===== config.mk =====
export PLATFORM = sky130hd
export DESIGN_NAME = fetch_stage
export DESIGN_NICKNAME = d
export VERILOG_FILES = /design/src/rtl/cpu_pkg.sv /design/src/rtl/fetch_fifo.sv /design/src/rtl/fetch_stage.sv
export SDC_FILE = /design/constraint.sdc
export NUM_CORES = 1
export LEC_CHECK = 0
export CAP_MARGIN = 10
export CORE_UTILIZATION = 40
export DETAILED_ROUTE_END_ITERATION = 10
export PLACE_DENSITY = 0.75
export SLEW_MARGIN = 40
export SYNTH_ARGS = -nofsm -noshare
export SYNTH_HDL_FRONTEND = slang
export SYNTH_HIERARCHICAL = 1
export SYNTH_SLANG_ARGS = --single-unit

===== constraint.sdc =====
create_clock -name clk -period 8.18 [get_ports clk]
set_input_delay 1.636 -clock clk [delete_from_list [all_inputs] [get_ports clk]]
set_output_delay 1.636 -clock clk [all_outputs]
set_load 0.02 [all_outputs]

===== src/rtl/cpu_pkg.sv =====
// Shared CPU front-end types: instruction word width, NOP encoding, fetch FSM states
// and the {instr, pc} payload carried through the fetch FIFO.
package cpu_pkg;

   localparam int unsigned XLEN = 32;
   localparam logic [XLEN-1:0] NOP = 32'h0;

   typedef enum logic {
      FETCH = 1'b0,
      DRAIN = 1'b1
   } fetch_state_e;

   typedef struct packed {
      logic [XLEN-1:0] instr;
      logic [XLEN-1:0] pc;
   } fetch_entry_t;

   localparam int unsigned ENTRY_W = $bits(fetch_entry_t);

endpackage


===== src/rtl/fetch_fifo.sv =====
// Small synchronous FIFO for fetched {instr, pc} entries; flush empties it in one cycle,
// head is read straight from the storage registers.
module fetch_fifo #(
   parameter int unsigned DEPTH = 2,
   parameter int unsigned WIDTH = 64
) (
   input  logic                         clk,
   input  logic                         rst,
   input  logic                         push_i,
   input  logic                         pop_i,
   input  logic                         flush_i,
   input  logic [WIDTH-1:0]             wdata_i,
   output logic [WIDTH-1:0]             rdata_o,
   output logic                         full_o,
   output logic                         empty_o,
   output logic [$clog2(DEPTH+1)-1:0]   count_o
);

   localparam int unsigned PTR_W = (DEPTH > 1) ? $clog2(DEPTH) : 1;
   localparam int unsigned CNT_W = $clog2(DEPTH + 1);

   logic [WIDTH-1:0] mem_q [DEPTH];
   logic [PTR_W-1:0] rd_q, rd_d, wr_q, wr_d;
   logic [CNT_W-1:0] cnt_q, cnt_d;
   logic             push_ok, pop_ok;

   function automatic logic [PTR_W-1:0] ptr_inc(input logic [PTR_W-1:0] p);
      return (p == PTR_W'(DEPTH - 1)) ? '0 : p + PTR_W'(1);
   endfunction

   assign full_o  = (cnt_q == CNT_W'(DEPTH));
   assign empty_o = (cnt_q == '0);
   assign count_o = cnt_q;
   assign rdata_o = mem_q[rd_q];

   // A pop at full frees the slot the simultaneous push lands in
   always_comb begin
      push_ok = push_i && (!full_o || pop_i);
      pop_ok  = pop_i && !empty_o;
      rd_d    = rd_q;
      wr_d    = wr_q;
      cnt_d   = cnt_q;
      if (flush_i) begin
         rd_d  = '0;
         wr_d  = '0;
         cnt_d = '0;
      end else begin
         if (push_ok) wr_d = ptr_inc(wr_q);
         if (pop_ok)  rd_d = ptr_inc(rd_q);
         cnt_d = cnt_q + CNT_W'(push_ok) - CNT_W'(pop_ok);
      end
   end

   always_ff @(posedge clk) begin
      if (rst) begin
         rd_q  <= '0;
         wr_q  <= '0;
         cnt_q <= '0;
      end else begin
         rd_q  <= rd_d;
         wr_q  <= wr_d;
         cnt_q <= cnt_d;
      end
   end

   always_ff @(posedge clk) begin
      if (push_ok && !flush_i) mem_q[wr_q] <= wdata_i;
   end

endmodule


===== src/rtl/fetch_stage.sv =====
// Instruction-fetch stage: owns the PC, issues in-order imem requests, buffers responses
// and presents {instr, pc, pc+1} to IF/ID. FETCH_BYPASS_EN adds an imem_rdata->fd_* bypass.
module fetch_stage
   import cpu_pkg::*;
#(
   parameter logic [XLEN-1:0] RESET_PC   = 32'h0,
   parameter int unsigned     FIFO_DEPTH = 2
) (
   input  logic            clk,
   input  logic            rst,
   input  logic            stall,
   input  logic            redirect_valid,
   input  logic [XLEN-1:0] redirect_pc,
   output logic            imem_req,
   output logic [XLEN-1:0] imem_addr,
   input  logic            imem_gnt,
   input  logic            imem_rvalid,
   input  logic [XLEN-1:0] imem_rdata,
   output logic            fd_valid,
   output logic [XLEN-1:0] fd_instr,
   output logic [XLEN-1:0] fd_pc,
   output logic [XLEN-1:0] fd_pc_plus1
);

   localparam int unsigned CNT_W = $clog2(FIFO_DEPTH + 1);
   localparam int unsigned SUM_W = CNT_W + 1;

   fetch_state_e    state_q, state_d;
   logic [XLEN-1:0] pc_q, pc_d, rsp_pc_q, rsp_pc_d;
   logic [CNT_W-1:0] outst_q, outst_d, drop_q, drop_d;

   logic            fifo_push, fifo_pop, fifo_full, fifo_empty;
   logic [CNT_W-1:0] fifo_count;
   fetch_entry_t    fifo_wdata, fifo_rdata;
   logic            fire, keep;
   logic [SUM_W-1:0] credits_used;
`ifdef FETCH_BYPASS_EN
   logic            byp;
`endif

   fetch_fifo #(
      .DEPTH (FIFO_DEPTH),
      .WIDTH (ENTRY_W)
   ) u_fifo (
      .clk     (clk),
      .rst     (rst),
      .push_i  (fifo_push),
      .pop_i   (fifo_pop),
      .flush_i (redirect_valid),
      .wdata_i (fifo_wdata),
      .rdata_o (fifo_rdata),
      .full_o  (fifo_full),
      .empty_o (fifo_empty),
      .count_o (fifo_count)
   );

   assign imem_addr = pc_q;

   // Request credit, response handling and FETCH/DRAIN next-state
   always_comb begin
      state_d    = state_q;
      pc_d       = pc_q;
      rsp_pc_d   = rsp_pc_q;
      drop_d     = drop_q;
      fifo_pop   = !fifo_empty && !stall;
      fifo_wdata = '{instr: imem_rdata, pc: rsp_pc_q};
      // A head consumed this cycle frees its slot, which keeps streaming at 1 instr/cycle
      credits_used = SUM_W'(outst_q) + SUM_W'(fifo_count) - SUM_W'(fifo_pop);
      imem_req   = !rst && (state_q == FETCH) && !redirect_valid
                   && (credits_used < SUM_W'(FIFO_DEPTH));
      fire       = imem_req && imem_gnt;
      outst_d    = outst_q + CNT_W'(fire) - CNT_W'(imem_rvalid);
      keep       = !rst && (state_q == FETCH) && imem_rvalid && !redirect_valid;
`ifdef FETCH_BYPASS_EN
      byp        = !rst && fifo_empty && (state_q == FETCH) && imem_rvalid;
      fifo_push  = keep && !(byp && !stall) && (!fifo_full || fifo_pop);
`else
      fifo_push  = keep && (!fifo_full || fifo_pop);
`endif

      if (redirect_valid) begin
         pc_d     = redirect_pc;
         rsp_pc_d = redirect_pc;
         drop_d   = outst_d;
         state_d  = (outst_d != '0) ? DRAIN : FETCH;
      end else begin
         case (state_q)
            FETCH: begin
               if (fire) pc_d = pc_q + XLEN'(1);
               if (keep) rsp_pc_d = rsp_pc_q + XLEN'(1);
            end
            DRAIN: begin
               if (drop_q == '0) begin
                  state_d = FETCH;
               end else if (imem_rvalid) begin
                  drop_d = drop_q - CNT_W'(1);
                  if (drop_q == CNT_W'(1)) state_d = FETCH;
               end
            end
            default: state_d = FETCH;
         endcase
      end
   end

   always_ff @(posedge clk) begin
      if (rst) begin
         state_q  <= FETCH;
         pc_q     <= RESET_PC;
         rsp_pc_q <= RESET_PC;
         outst_q  <= '0;
         drop_q   <= '0;
      end else begin
         state_q  <= state_d;
         pc_q     <= pc_d;
         rsp_pc_q <= rsp_pc_d;
         outst_q  <= outst_d;
         drop_q   <= drop_d;
      end
   end

   // IF/ID view of the FIFO head (or the bypassed response word)
   always_comb begin
      fd_valid = !rst && !fifo_empty;
      fd_instr = fifo_rdata.instr;
      fd_pc    = fifo_rdata.pc;
`ifdef FETCH_BYPASS_EN
      if (byp) begin
         fd_valid = 1'b1;
         fd_instr = imem_rdata;
         fd_pc    = rsp_pc_q;
      end
`endif
      if (!fd_valid) begin
         fd_instr = NOP;
         fd_pc    = '0;
      end
      fd_pc_plus1 = fd_pc + XLEN'(1);
   end

endmodule


## After elaboration in Yosys (flattened, before gate mapping)

Memories as Yosys holds them, arrays and structs flattened. A register that Yosys moved wholly into a read port is not among the register bits.
Cells that the tools add are included.

| cells by class | value |
|---|---|
| order comparisons | 1 |
| equality and inequality tests | 4 |
| reductions and logical operators | 29 |
| bitwise logic cells | 1 |
| $add $sub $neg | 12 |
| mux-type cells | 24 |

Operator list:

| kind | number |
|---|---|
| $mux 32 | 8 |
| $add 32x1->32 const B | 3 |
| $logic_and 1x1->1 | 12 |
| $mux 1 | 12 |
| $reduce_bool 2->1 | 5 |
| $mux 2 | 4 |
| $logic_not 1->1 | 5 |
| $add 2x1->2 | 2 |
| $logic_not 2->1 | 2 |
| $ne 2x2->1 const B | 2 |
| $reduce_and 2->1 | 2 |
| $sub 2x1->2 | 2 |
| $add 2x2->3 | 1 |
| $lt 3x2->1 const B | 1 |
| $reduce_and 3->1 | 1 |
| $sub 3x1->3 | 1 |
| $add 1x1->1 const B | 2 |
| $eq 2x1->1 const B | 1 |
| $eq 2x2->1 const B | 1 |
| $reduce_or 2->1 | 1 |
| $sub 2x1->2 const B | 1 |
| $logic_or 1x1->1 | 1 |
| $not 1->1 | 1 |

| storage, ports and cells | value |
|---|---|
| register bits | 73 |
| output and inout port bits | 130 |
| memories | 1 |
| logic and storage cells | 80 |
| input bits | 70 |
| RAM bits | 128 |

Memories:

| name | words | bits a word | read ports | clocked after memory_dff | wr ports | RTL line | text |
|---|---|---|---|---|---|---|---|
| u_fifo.mem_q | 2 | 64 | 1 | 1 | 1 | fetch_fifo.sv:22 | `logic [WIDTH-1:0] mem_q [DEPTH];` |

## Longest topological paths before layout

Gate-level depths: netlist of run 1.

| logic depth | value |
|---|---|
| depth in word-level cells | 12 |
| gate-level depth with buffers | 17 |

## Cells and area by module

The synthesis of run 1 kept the hierarchy.

Modules (own cells, without submodules):

| module | area each (um^2) | seq. area each (um^2) | instances | cells an instance |
|---|---|---|---|---|
| fetch_fifo | 5166.2 | 3943.8 | 1 | 225 |
| fetch_stage | 5012.3 | 1381.3 | 1 | 638 |

## Least setup slack after synthesis of run 1

Ideal clock, no wire load.

| timing | value |
|---|---|
| kind | input-to-reg |
| start point | input port redirect_valid |
| end point | memory u_fifo.mem_q[1][0] (enable) |
| library setup time | 579 ps |
| slack | 337 ps |
| stages on the path | 6 |
| arrival | 7264 ps |
| cells stage by stage | inv_1 clkbuf_1 clkbuf_1 and3_1 o21ai_2 nor3b_1 |

| on the way | value |
|---|---|
| longest elaborated chain between the ends | 7 |

Ends and longest elaborated chain:

| item | RTL line | text |
|---|---|---|
| from (decl) | fetch_stage.sv:12 | `input logic redirect_valid,` |
| $logic_not 1->1 | fetch_stage.sv:73 | `keep = !rst && (state_q == FETCH) && imem_rvalid && !redirect_valid;` |
| $logic_and 1x1->1 | fetch_stage.sv:73 |  |
| $logic_and 1x1->1 | fetch_stage.sv:78 | `fifo_push = keep && (!fifo_full \|\| fifo_pop);` |
| net fifo_push | fetch_stage.sv:32 | `logic fifo_push, fifo_pop, fifo_full, fifo_empty;` |
| $logic_and 1x1->1 | fetch_fifo.sv:38 | `push_ok = push_i && (!full_o \|\| pop_i);` |
| $logic_and 1x1->1 | fetch_fifo.sv:67 | `if (push_ok && !flush_i) mem_q[wr_q] <= wdata_i;` |
| $mux 1 | fetch_fifo.sv:67 |  |
| $mux 1 (not written as such) | fetch_fifo.sv:67 |  |
| to (decl) | fetch_fifo.sv:22 |  |

The timed path passes the listed nets, and every way through them passes these cells.

## Final worst setup path of run 1

| timing | value |
|---|---|
| start point | input port rst |
| end point | output port fd_pc_plus1[26] |

| on the way | value |
|---|---|
| longest elaborated chain between the ends | 4 |

Ends and longest elaborated chain:

| item | RTL line | text |
|---|---|---|
| from (decl) | fetch_stage.sv:10 | `input logic rst,` |
| $logic_not 1->1 | fetch_stage.sv:123 | `fd_valid = !rst && !fifo_empty;` |
| $logic_and 1x1->1 | fetch_stage.sv:123 |  |
| $mux 32 | fetch_stage.sv:133 | `if (!fd_valid) begin` |
| $add 32x1->32 | fetch_stage.sv:137 | `fd_pc_plus1 = fd_pc + XLEN'(1);` |
| to (decl) | fetch_stage.sv:22 | `output logic [XLEN-1:0] fd_pc_plus1` |

No other way between the ends.

==> impl_metrics.csv, run 1 <==
group,metric,value,unit
synthesis,synth-seq-area-share,52.3,%
synthesis,yosysWarnings,6,
floorplanning,ios,200,
clock_network,clock_latency,500,ps
global_route,grt_overflow,0,
synthesis,syn_nets,945,
clock_network,cts_buffers,22,
global_route,grt_most_used_layer,"met2",
floorplanning,rows,58,
finish,area_delta_synth_final,29.0,%
placed_design,dpl.hpwl,18.2,mm
setup_path,cp_data_required_time,6540,ps
clock_network,cts_tree,"built",
global_route,grt_max_degree,65,
power,totalPowerFinal,2.34,mW
sta,worst_slew_pin_slew,728,ps
sta,relSlewSlack,51.3,%
synthesis,synth_commonest_cells,"128 x edfxtp_1, 74 x dfxtp_1, 66 x and2_1",
floorplanning,die_h,162,um
routing,routed_wl,25.4,mm
setup_path,crit_slowest_cell,"clkdlybuf4s50_1",
sta,slew_viol_final,0,
finish,utilization,52.4,%
global_route,use_met2,30.7,%
routing,dr_total_vias,7426,
finish,fin_cells,1400,
setup_path,endpoint_kind,"output pin",
global_route,globalRouteMet1Util,26.6,%
clock_network,cts_buffer_depth,3,
power,vdd_drop_max,0.135,mV
global_route,antenna_found_initial,0,
clock_network,root_buffer,"clkbuf_16",
sta,setup-tns-final,0,ps
clock_network,cts_setup_buffers,0,
synthesis,synthArstFlopShare,0,%
job,drv_cap,0,
power,leakage,4.67,nW
finish,nets,1136,
floorplanning,die-area,26100,sq um
setup_path,cp_max_fo,7,
synthesis,synth_largest_area_cell,"edfxtp_1",
routing,wl_per_cell,18.2,um
clock_network,htreeDepth,1,
floorplanning,core_area,25000,sq um
sta,min_period,6310,ps
finish,drive_gt1_share,12.0,%
status,status,"finished clean",
routing,drt_iter0_markers,581,
clock_network,ctsResizeCount,0,
setup_path,worstSetupPathType,"input port to output pin",
placed_design,dp_slack,1830,ps
routing,drc,0,
sta,hold_viol,0,
sta,setup_viol,0,
global_route,grt_use_total,19.1,%
floorplanning,die_width,162,um
setup_path,crit_chain,"buf_2, or2_2, inv_2, and2_1, ha_1, nand3_1, nor4_4, nor3b_2, nand2_1, xnor2_1, clkdlybuf4s50_1",
sta,rsz0062_at_grt,"no",
min_path,min_from,"u_fifo/wr_q",
sta,min_period_over_period,77.1,%
global_route,use_met3,3.54,%
synthesis,synth_ff_type,"edfxtp_1",
synthesis,synthCells,863,
synthesis,ys_ff_latch,202,
global_route,grt_pass1_wl,39.3,mm
synthesis,synth_cell_types,62,
setup_path,start_kind,"input port",
placed_design,gp_congestion,0.868,
setup_path,r2r_setup_slack,3910,ps
synthesis,synth.most_common_cell,"edfxtp_1",
setup_path,cp-startpoint,"rst",
clock_network,cts_sinks,202,
setup_path,arrival,4670,ps
floorplanning,start_util,40.7,%
synthesis,synth_top_area_share,37.8,%
sta,setup_ws,1870,ps
sta,fin_skew,9.49,ps
power,powerDensity,178,nW/um^2
routing,dr.pass1.iters,5,
placed_design,portBuffers,199,
synthesis,synth_edf_count,128,
sta,fmax,159,MHz
routing,viasPerCell,5.30,
clock_network,holdBufCountCts,0,
global_route,grt_pass1_vias,7245,
placed_design,dp_cells,1359,
setup_path,slowest_delay,640,ps
routing,ant_nets,0,
finish,antenna_cells,0,
min_path,hold_path_class,"flip-flop to flip-flop",
synthesis,synth_area_leaders,"edfxtp_1 38%, dfxtp_1 15%, mux2_4 8.9%",
synthesis,avgSynthCellArea,11.8,sq um
setup_path,worstReg2RegStart,"u_fifo/count_o[1]",
synthesis,syn-cell-area,10200,sq um
clock_network,clkTransAtPathRegs,60,ps
==> metrics by stage <==
| stage | hold WS, ps | instance area (sq um) |
|---|---|---|
| finish | 506 | 13100 |
| global route | 537 | 13100 |
| floorplan | 445 | 10200 |
| detailed placement | 491 | 12400 |
| CTS | 501 | 13100 |
| global placement | 476 | 12400 |
==> per-layer routing <==
metal  up-vias  routed length [um]
met5         -                   0
met4         0                 428
met3        37                2090
met2       330               11300
met1      3573               11700
li1       3486                   -
==> cell type report <==
type                       instances  area [sq um]
tap                              330           413
clock inverter                     8          53.8
sequential                       202          5330
multi-input combinational        580          4450
inverter                          41           154
clock buffer                      32           662
timing repair buffer             207          2070
fill                            2169         11900
==> worst paths after layout <==
check                     to  cells after the start
min              u_fifo/wr_q                      2
max reg2reg        drop_q[1]                     16
max          fd_pc_plus1[26]                     11
min reg2reg      u_fifo/wr_q                      2
==> state kept, by name (all words and copies together), names as in the netlist, named ones only <==
name	flops
u_fifo/mem_q	128
imem_addr	32
rsp_pc_q	32
drop_q	2
outst_q	2
u_fifo/count_o	2
state_q	1
u_fifo/rd_q	1
u_fifo/wr_q	1
==> cell families after synthesis <==
| group | synth area share, % |
|---|---|
| multiplexers | 9.69 |
| XOR/XNOR | 7.83 |
| flip-flops | 52.3 |
| adder cells (fa/ha/maj) | 1.55 |
| AO/OA/AOI/OAI | 6.99 |
| AND/OR/NAND/NOR | 17.4 |
| buffers and inverters | 4.22 |
==> power by group <==
group	internal, mW	leakage [nW]	total, mW	switching, mW
clock	0.566	0.354	0.962	0.396
combinational	0.107	2.54	0.219	0.112
sequential	1.12	1.78	1.16	0.0407
==> cell usage in the layout (no fill, tap or decap), types with 10 or more instances in the layout <==
master / netlist / final
clkdlybuf4s50_1: 0 / 198
edfxtp_1: 128 / 128
dfxtp_1: 74 / 73
and2_1: 66 / 66
mux2_4: 60 / 60
xnor2_1: 50 / 50
nand2_1: 41 / 41
nand3_1: 41 / 41
xor2_1: 41 / 41
inv_1: 40 / 39
a21oi_1: 33 / 33
nor2_1: 32 / 32
a21boi_0: 32 / 32
nand4_1: 29 / 29
clkbuf_16: 0 / 25
and3_1: 24 / 24
nor3_1: 16 / 15
a211oi_1: 12 / 12
ha_1: 11 / 11
nor4_1: 10 / 10
==> worst max-delay path: cells and delay by family <==
kind | cells | cell delay (ps)
simple gates | 6 | 1770
buf+inv | 3 | 870
xor+xnor | 1 | 210
fa+ha+maj | 1 | 180
Note: power is estimated with default switching activity, not from simulation.
==> run 2: changes to the inputs <==
- PLACE_DENSITY: 0.75 -> 0.72
- clock period: 8.18 -> 6.25 ns (I/O delays scaled with it)
==> run 2 against run 1 <==
Effect of this change:
- hold slack gained 2.3 ps
- combinational power rose by 30%
- global-route usage down 0.21 points
- critical endpoint is now fd_pc_plus1[22]
- sequential share of layout area down 0.13 points
- sequential power rose by 31%
- register-to-register slack got worse by 1900 ps
- final cell count unchanged
- design area up 0.33%
- non-clock buffer count stayed put
- critical path type unchanged
- via count decreased by 0.89%
==> impl_metrics.csv, run 2 (synthesized netlist as in run 1, its figures left out) <==
group,metric,value,unit
setup_path,r2r_cells,16,
sta,setup-tns-final,0,ps
routing,dr_total_vias,7360,
job,drv_cap,0,
clock_network,clock_latency,500,ps
setup_path,rr_endpoint,"drop_q[1]",
floorplanning,core_area,25000,sq um
clock_network,cts_buffers,22,
floorplanning,die-area,26100,sq um
placed_design,dpl_cell_area,12400,sq um
setup_path,cp-startpoint,"rst",
sta,min_period_over_period,90.3,%
min_path,hold_path_class,"flip-flop to flip-flop",
finish,utilization,52.6,%
power,totalPowerFinal,3.14,mW
finish,antenna_cells,0,
global_route,grt_overflow,0,
clock_network,clkTransAtPathRegs,60,ps
clock_network,htreeDepth,1,
clock_network,cts_sinks,202,
setup_path,endpoint_kind,"output pin",
setup_path,crit_slowest_cell,"clkdlybuf4s50_1",
setup_path,path_buf_inv,3,
routing,dr.pass1.iters,5,
routing,ant_nets,0,
status,status,"finished clean",
min_path,min_from,"rsp_pc_q[31]",
placed_design,portBuffers,199,
setup_path,start_kind,"input port",
sta,hold_viol,0,
clock_network,holdBufCountCts,0,
clock_network,cts_buffer_depth,3,
sta,slew_viol_final,0,
setup_path,worstReg2RegStart,"u_fifo/count_o[1]",
finish,fillers,2157,
sta,fin_skew,8.12,ps
global_route,antenna_found_initial,0,
setup_path,slowest_delay,610,ps
clock_network,cts_tree,"built",
floorplanning,start_util,40.7,%
power,vdd_drop_max,0.145,mV
floorplanning,rows,58,
sta,whs,508,ps
routing,routed_wl,25.2,mm
floorplanning,ios,200,
routing,viasPerCell,5.26,
clock_network,root_buffer,"clkbuf_16",
clock_network,ctsResizeCount,0,
clock_network,cts_setup_buffers,0,
finish,nets,1136,
power,powerDensity,238,nW/um^2
sta,min_period,5640,ps
finish,area_delta_synth_final,29.4,%
finish,layout_common_cells,"198 x clkdlybuf4s50_1, 128 x edfxtp_1, 73 x dfxtp_1",
finish,final_common_cell,"clkdlybuf4s50_1",
setup_path,cp_max_fo,15,
global_route,grt_max_degree,78,
setup_path,crit_chain,"buf_2, or2_2, inv_2, and2_1, ha_1, nand3_1, nor4_4, nor3b_2, nand4_1, xnor2_1, clkdlybuf4s50_1",
setup_path,crit_family,"simple AND/OR/NAND/NOR gates",
sta,rsz0062_at_grt,"no",
routing,wl_per_cell,18.0,um
placed_design,dpl.hpwl,18.1,mm
global_route,grt_use_total,18.9,%
finish,largest_register,"u_fifo/mem_q",
finish,post-route-cell-area,13200,sq um
routing,drt_iter0_markers,466,
sta,worst_slew_pin_slew,763,ps
min_path,whs_path_depth,0,
sta,relSlewSlack,49.0,%
setup_path,worstSetupPathType,"input port to output pin",
finish,drive_gt1_share,12.1,%
sta,fmax,177,MHz
setup_path,cp_data_required_time,5000,ps
routing,drc,0,
setup_path,r2r_setup_slack,2050,ps
placed_design,gp_congestion,0.864,
setup_path,arrival,4390,ps
finish,largest_register_ffs,128,
sta,setup_viol,0,
floorplanning,die_h,162,um
global_route,grt_pass1_vias,6966,
floorplanning,die_width,162,um
global_route,grt_pass1_wl,38.7,mm
power,leakage,4.67,nW
min_path,whs_endpoint,"u_fifo/mem_q[0][31]",
-- run 2: cell count changes in the layout (fill, tap and decap cells not counted), sizes merged --
cell / before / now
clkbuf: 32 / 27
clkinvlp: 0 / 4
bufinv: 0 / 3
clkinv: 9 / 6
inv: 40 / 41
-- run 2: how the worst max path moves through the flow --
stage / to / slack, ps / depth (start not counted)
global placement: fd_pc_plus1[22] / 620 / 12
detailed placement: fd_pc_plus1[22] / 580 / 12
finish: fd_pc_plus1[22] / 610 / 11
CTS: fd_pc_plus1[22] / 580 / 12
floorplan: fd_pc_plus1[22] / 660 / 13
global route: fd_pc_plus1[22] / 370 / 12
-- run 2: stage by stage --
step                      setup WS, ps  instances
after detailed placement           585       1360
after floorplan                    664        863
final                              606       1400
after CTS                          580       1400
after global routing               372       1400
after global placement             620       1360
-- run 2: final cells by class --
cell class                      count  area, sq um  area share [%]
Sequential cell                   202         5330            40.5
Multi-Input combinational cell    580         4460            33.9
Clock buffer                       27          611            4.63
Inverter                           41          154            1.17
Timing Repair Buffer              207         2050            15.6
Tap cell                          330          413            3.13
Clock inverter                     13          149            1.13
-- run 2: worst register-to-register path, stage by stage (launching register included) --
cell and delay, ps:
dfxtp_1 360, nor2_1 340, nor2_1 150, ha_1 310
nand2b_1 150, fa_1 380, xor2_1 390, and2_1 520
nand2_1 250, ha_1 330, inv_1 40, ha_1 180
xor2_1 150, xnor2_1 270, nor2_1 70, a21oi_1 140
nor2_1 40
-- run 2: power by group --
group / internal [mW] / switching, mW / total [mW]
clock: 0.820 / 0.518 / 1.34
sequential: 1.46 / 0.0525 / 1.52
combinational: 0.140 / 0.145 / 0.285
-- run 2: per-layer routing --
metal	global-route usage (%)	vias to the layer above	wire, um	part of all wire (%)
li1	-	3497	-	-
met1	27.1	3521	11700	47
met2	29.8	306	11200	44
met3	3.16	36	1900	7.5
met4	4.29	0	388	1.5
met5	0	-	0	0
